<file path="src/rtl/matmul_pkg.sv">
// rtl/matmul_pkg.sv - shared types and constants for the 2x2 signed matrix multiplier datapath
package matmul_pkg;

  localparam int W_ELEM = 4;
  localparam int NELEM  = 8;
  localparam int N_DIM  = 2;

  typedef logic signed [W_ELEM-1:0] elem_t;

  typedef enum logic {
    LOAD    = 1'b0,
    PRESENT = 1'b1
  } loader_state_t;

endpackage

</file>
<file path="src/rtl/mat2x2_operand_loader.sv">
// rtl/mat2x2_operand_loader.sv - serial-to-parallel operand loader for the 2x2 multiplier
// Optional framing check on s_last is enabled by defining MATLOAD_FRAME_CHECK_EN.
module mat2x2_operand_loader
  import matmul_pkg::*;
#(
  parameter int W = W_ELEM
) (
  input  logic                clk,
  input  logic                rst,
  input  logic signed [W-1:0] s_data,
  input  logic                s_valid,
  output logic                s_ready,
  input  logic                s_last,
  output logic signed [W-1:0] a0,
  output logic signed [W-1:0] a1,
  output logic signed [W-1:0] a2,
  output logic signed [W-1:0] a3,
  output logic signed [W-1:0] b0,
  output logic signed [W-1:0] b1,
  output logic signed [W-1:0] b2,
  output logic signed [W-1:0] b3,
  output logic                op_valid,
  input  logic                op_ready,
  output logic                err
);

  localparam int                IDX_W    = $clog2(NELEM);
  localparam logic [IDX_W-1:0] LAST_IDX = IDX_W'(NELEM - 1);

  loader_state_t       state_q, state_d;
  logic [IDX_W-1:0]    idx_q, idx_d;
  logic signed [W-1:0] ops_q [NELEM];
  logic signed [W-1:0] ops_d [NELEM];
  logic                accept;
  logic                frame_abort;
  logic                frame_err;

  assign s_ready  = (state_q == LOAD) && !rst;
  assign op_valid = (state_q == PRESENT);
  assign accept   = s_valid && s_ready;

`ifdef MATLOAD_FRAME_CHECK_EN
  logic err_q, err_d;

  // An early s_last throws the partial set away; a missing s_last is only flagged.
  assign frame_abort = s_last && (idx_q != LAST_IDX);
  assign frame_err   = s_last != (idx_q == LAST_IDX);

  always_comb begin
    err_d = err_q;
    if (accept && frame_err) err_d = 1'b1;
  end

  always_ff @(posedge clk) begin
    if (rst) err_q <= 1'b0;
    else     err_q <= err_d;
  end

  assign err = err_q;
`else
  logic unused_s_last;

  assign unused_s_last = s_last;
  assign frame_abort   = 1'b0;
  assign frame_err     = 1'b0;
  assign err           = 1'b0;
`endif

  always_comb begin
    state_d = state_q;
    idx_d   = idx_q;
    ops_d   = ops_q;
    case (state_q)
      LOAD: begin
        if (accept) begin
          if (frame_abort) begin
            idx_d = '0;
          end else begin
            ops_d[idx_q] = s_data;
            idx_d        = idx_q + 1'b1;
            if (idx_q == LAST_IDX) state_d = PRESENT;
          end
        end
      end
      PRESENT: begin
        if (op_ready) state_d = LOAD;
      end
      default: state_d = LOAD;
    endcase
  end

  always_ff @(posedge clk) begin
    if (rst) begin
      state_q <= LOAD;
      idx_q   <= '0;
      for (int i = 0; i < NELEM; i++) ops_q[i] <= '0;
    end else begin
      state_q <= state_d;
      idx_q   <= idx_d;
      ops_q   <= ops_d;
    end
  end

  assign a0 = ops_q[0];
  assign a1 = ops_q[1];
  assign a2 = ops_q[2];
  assign a3 = ops_q[3];
  assign b0 = ops_q[4];
  assign b1 = ops_q[5];
  assign b2 = ops_q[6];
  assign b3 = ops_q[7];

endmodule

</file>
<file path="config.mk">
export PLATFORM = sky130hd
export DESIGN_NAME = mat2x2_operand_loader
export DESIGN_NICKNAME = d
export VERILOG_FILES = /design/src/rtl/matmul_pkg.sv /design/src/rtl/mat2x2_operand_loader.sv
export SDC_FILE = /design/constraint.sdc
export NUM_CORES = 1
export LEC_CHECK = 0
export ABC_AREA = 1
export CAP_MARGIN = 25
export CELL_PAD_IN_SITES_DETAIL_PLACEMENT = 1
export CELL_PAD_IN_SITES_GLOBAL_PLACEMENT = 1
export CORE_MARGIN = 1.5
export CORE_UTILIZATION = 32
export DETAILED_ROUTE_END_ITERATION = 10
export PLACE_DENSITY_LB_ADDON = 0.1
export SLEW_MARGIN = 20
export SYNTH_ARGS = -nofsm -noshare
export SYNTH_HDL_FRONTEND = slang
export SYNTH_SLANG_ARGS = --single-unit
</file>
<file path="constraint.sdc">
create_clock -name clk -period 1.4 [get_ports clk]
set_input_delay 0.28 -clock clk [delete_from_list [all_inputs] [get_ports clk]]
set_output_delay 0.28 -clock clk [all_outputs]
set_load 0.05 [all_outputs]
</file>
==> key figures <==
Synthesis
  • Netlist cell types: 18
  • Netlist Area Pre-Place: 1550 µm²
  • Mean Syn Cell Area: roughly 6.9 µm²
  • #FFs+latches synth: 36
  • Post-synthesis cell count: around 220
  • Mapped Nets: 234
  • Seq/Total Area, Yosys: 0.465
  • Yosys Warn Count: 0

Floorplanning
  • Die width: 72.6 µm
  • Starting Density: 0.330
  • Core footprint: 4690 µm²
  • Row count: 25
  • IO Count: 44
  • Die area: approximately 5300 µm²
  • Die Ht: 72.6 µm

Setup path
  • CP Launch Type: flip-flop
  • Worst EP arrival: 1.04 ns
  • Worst r2r path cells: 6
  • Worst flop-to-flop path endpoint: b1[3]
  • CP delay by family, top: flip-flops
  • Worst path depth: 3
  • R2R Path Start: idx_q[1]
  • Worst EP required: 1.12 ns
  • CP Capture Type: primary output
  • Reg2Reg Setup Slack: 0.17 ns
  • Max incr delay on CP: roughly 0.37 ns
  • Critical Path End: s_ready
  • Worst path cell trace: nor2_4, buf_4, buf_12
  • CP Max Fanout: 3
  • Crit path launch: op_valid
  • Critical path class: flip-flop to primary output
  • Crit path buf inv count: 2
  • Slowest cell on crit path: dfxtp_4

Place
  • Cell count after placement: 323
  • HPWL Detailed: 2910 µm
  • # port buffers: 41
  • Setup WS pre-CTS: -0.201 ns
  • Placer Congestion: about 0.81
  • Placed cell areas: about 2400 µm²

Timing
  • Setup WS post-layout: 0.0799 ns
  • Setup violations, final: 0
  • Fin Setup TNS: 0 ns
  • Pins Over Slew Limit: 0
  • Unrepaired setup endpoints after global routing: false
  • Period utilisation layout: 0.943
  • F_max: between 700 and 800 MHz
  • Layout Skew: ~0.0098 ns
  • Final hold vios: 0
  • Hold WS: 0.455 ns
  • Minimum clock period: 1.32 ns

Min path
  • Worst Hold Class: input pin to flip-flop
  • Hold Crit Depth: 3
  • Min-delay src: rst

Clocking
  • CTS tree: built
  • CTS Buf Count: 5
  • H-tree levels: 2
  • Clock sinks: 36
  • Clk buf depth: 2
  • Reg clk slew, reported paths: about 0.080 ns
  • Root buf cell: clkbuf_8
  • Clk_lat worst skew: roughly 0.29 ns

Global route
  • Tot GR Track Use: 0.163
  • Remaining Overflow, GRT: 0
  • Vias in the first global route: 1499
  • Antenna violations before repair: 0
  • Global-route wire length before repair: about 6700 µm
  • Largest net degree at the start of global routing: 21

Detailed routing
  • Antenna Violating Nets Remaining: 0
  • DRC viols: 0
  • WL final: 4000 µm
  • Total number of vias: roughly 1500
  • Wire per inst: 12.1 µm
  • Initial DRC count: 41
  • DRT Pass-1 Iters: 4
  • Via density: around 4.7

Cells and area
  • N_diodes: 0
  • Fin area: 2520 µm²
  • Nets: 287
  • Sequential cell area: 726 µm²
  • Fillers: 555
  • Synth-to-Final Area Change: 62.8%
  • Fraction of layout cells with a size suffix above 1: 0.249
  • Final non-filler cell total: approximately 330
  • Area of the multi-input gates: 733 µm²

Power
  • Leakage dissipation: roughly 1.1 nW
  • Power Dens Cells: 891 nW/µm²
  • Peak VDD IR: 0.452 mV

Status
  • Status: completed

Job
  • Max-Cap Viols: 0
-- kinds of logic (layout without fill, tap and decap cells) --
| kind of cell | count (synthesis) | after routing | share of synthesized area |
|---|---|---|---|
| other | 1 | 1 | 0.00242 |
| buffers and inverters | 20 | 74 | 0.0614 |
| DFF | 36 | 36 | 0.465 |
| AOI/OAI and AO/OA | 7 | 7 | 0.0226 |
| adders and majority gates | 2 | 2 | 0.0162 |
| and+or+nand+nor | 157 | 157 | 0.432 |
-- area by class of cell --
type / instances / share of cell area
Multi-Input combinational cell: 167 / 0.291
Inverter: 12 / 0.0179
Clock buffer: 8 / 0.0357
Sequential cell: 36 / 0.288
Timing Repair Buffer: 54 / 0.341
Tap cell: 54 / 0.0268
-- flip-flops by register name (all words and copies together) (netlist names) --
name	cells
b2	4
a0	4
op_valid	1
a3	4
a2	4
idx_q	3
b0	4
a1	4
b1	4
b3	4
-- worst min path at each step --
stage / endpoint / slack (ns)
after floorplan: op_valid / 0.34
after global placement: op_valid / 0.51
after detailed placement: b1[1] / 0.52
after CTS: op_valid / 0.46
after global routing: op_valid / 0.47
final: op_valid / 0.46
-- where the power goes --
group          internal [mW]  leakage (nW)  total [mW]  switching, mW
clock                  0.402        0.0455       0.767          0.366
sequential              1.05         0.293        1.09         0.0358
combinational          0.167         0.713       0.393          0.226
total                   1.62          1.05        2.25          0.627
-- synthesized netlist by cell type --
| cell | n | share of area |
|---|---|---|
| buf_2 | 1 | 0.0032 |
| a21oi_1 | 4 | 0.013 |
| clkinv_1 | 1 | 0.0024 |
| o21ai_1 | 3 | 0.0097 |
| nand2_1 | 48 | 0.12 |
| conb_1 | 1 | 0.0024 |
| nand3_1 | 28 | 0.090 |
| nor2_4 | 3 | 0.022 |
| inv_2 | 4 | 0.0097 |
| buf_6 | 1 | 0.0073 |
| nand2_4 | 1 | 0.0073 |
| nor2_2 | 6 | 0.024 |
| ha_1 | 2 | 0.016 |
| buf_4 | 3 | 0.015 |
| clkbuf_1 | 3 | 0.0073 |
| dfxtp_1 | 36 | 0.47 |
| inv_1 | 7 | 0.017 |
| nor2_1 | 71 | 0.17 |
-- repair_timing --
action,CTS,global route
hold buffers,0,0
buffers inserted,0,0
setup endpoints to repair,1,5
resized for setup,1,1
pin swaps,1,0
-- through the flow --
stage,utilization,power (mW)
floorplan,-,1.33
global placement,0.518,1.50
detailed placement,0.518,1.51
CTS,0.537,2.27
global route,0.537,2.35
finish,0.537,2.25
-- worst min-delay path: stages --
cell           delay (ns)
dlygate4sd2_1        0.26
buf_4                0.14
a21oi_1              0.04
-- routing by layer --
layer	part of all wire	track usage	up-vias	wire, µm
met4	0.014	0.0629	0	57
li1	-	-	791	-
met1	0.45	0.195	724	1800
met2	0.51	0.287	27	2040
met3	0.025	0.0290	5	98
met5	0	0	-	0
-- cell usage in the layout, fill, tap and decap left out, drive strengths merged, types with 3 or more instances in the layout --
cell           count
nand2             49
o21ai              3
clkbuf             8
dfxtp             36
clkdlybuf4s50      6
inv               11
buf               47
nand3             28
a21oi              4
nor2              80
Power figures use the tool's default switching activity.
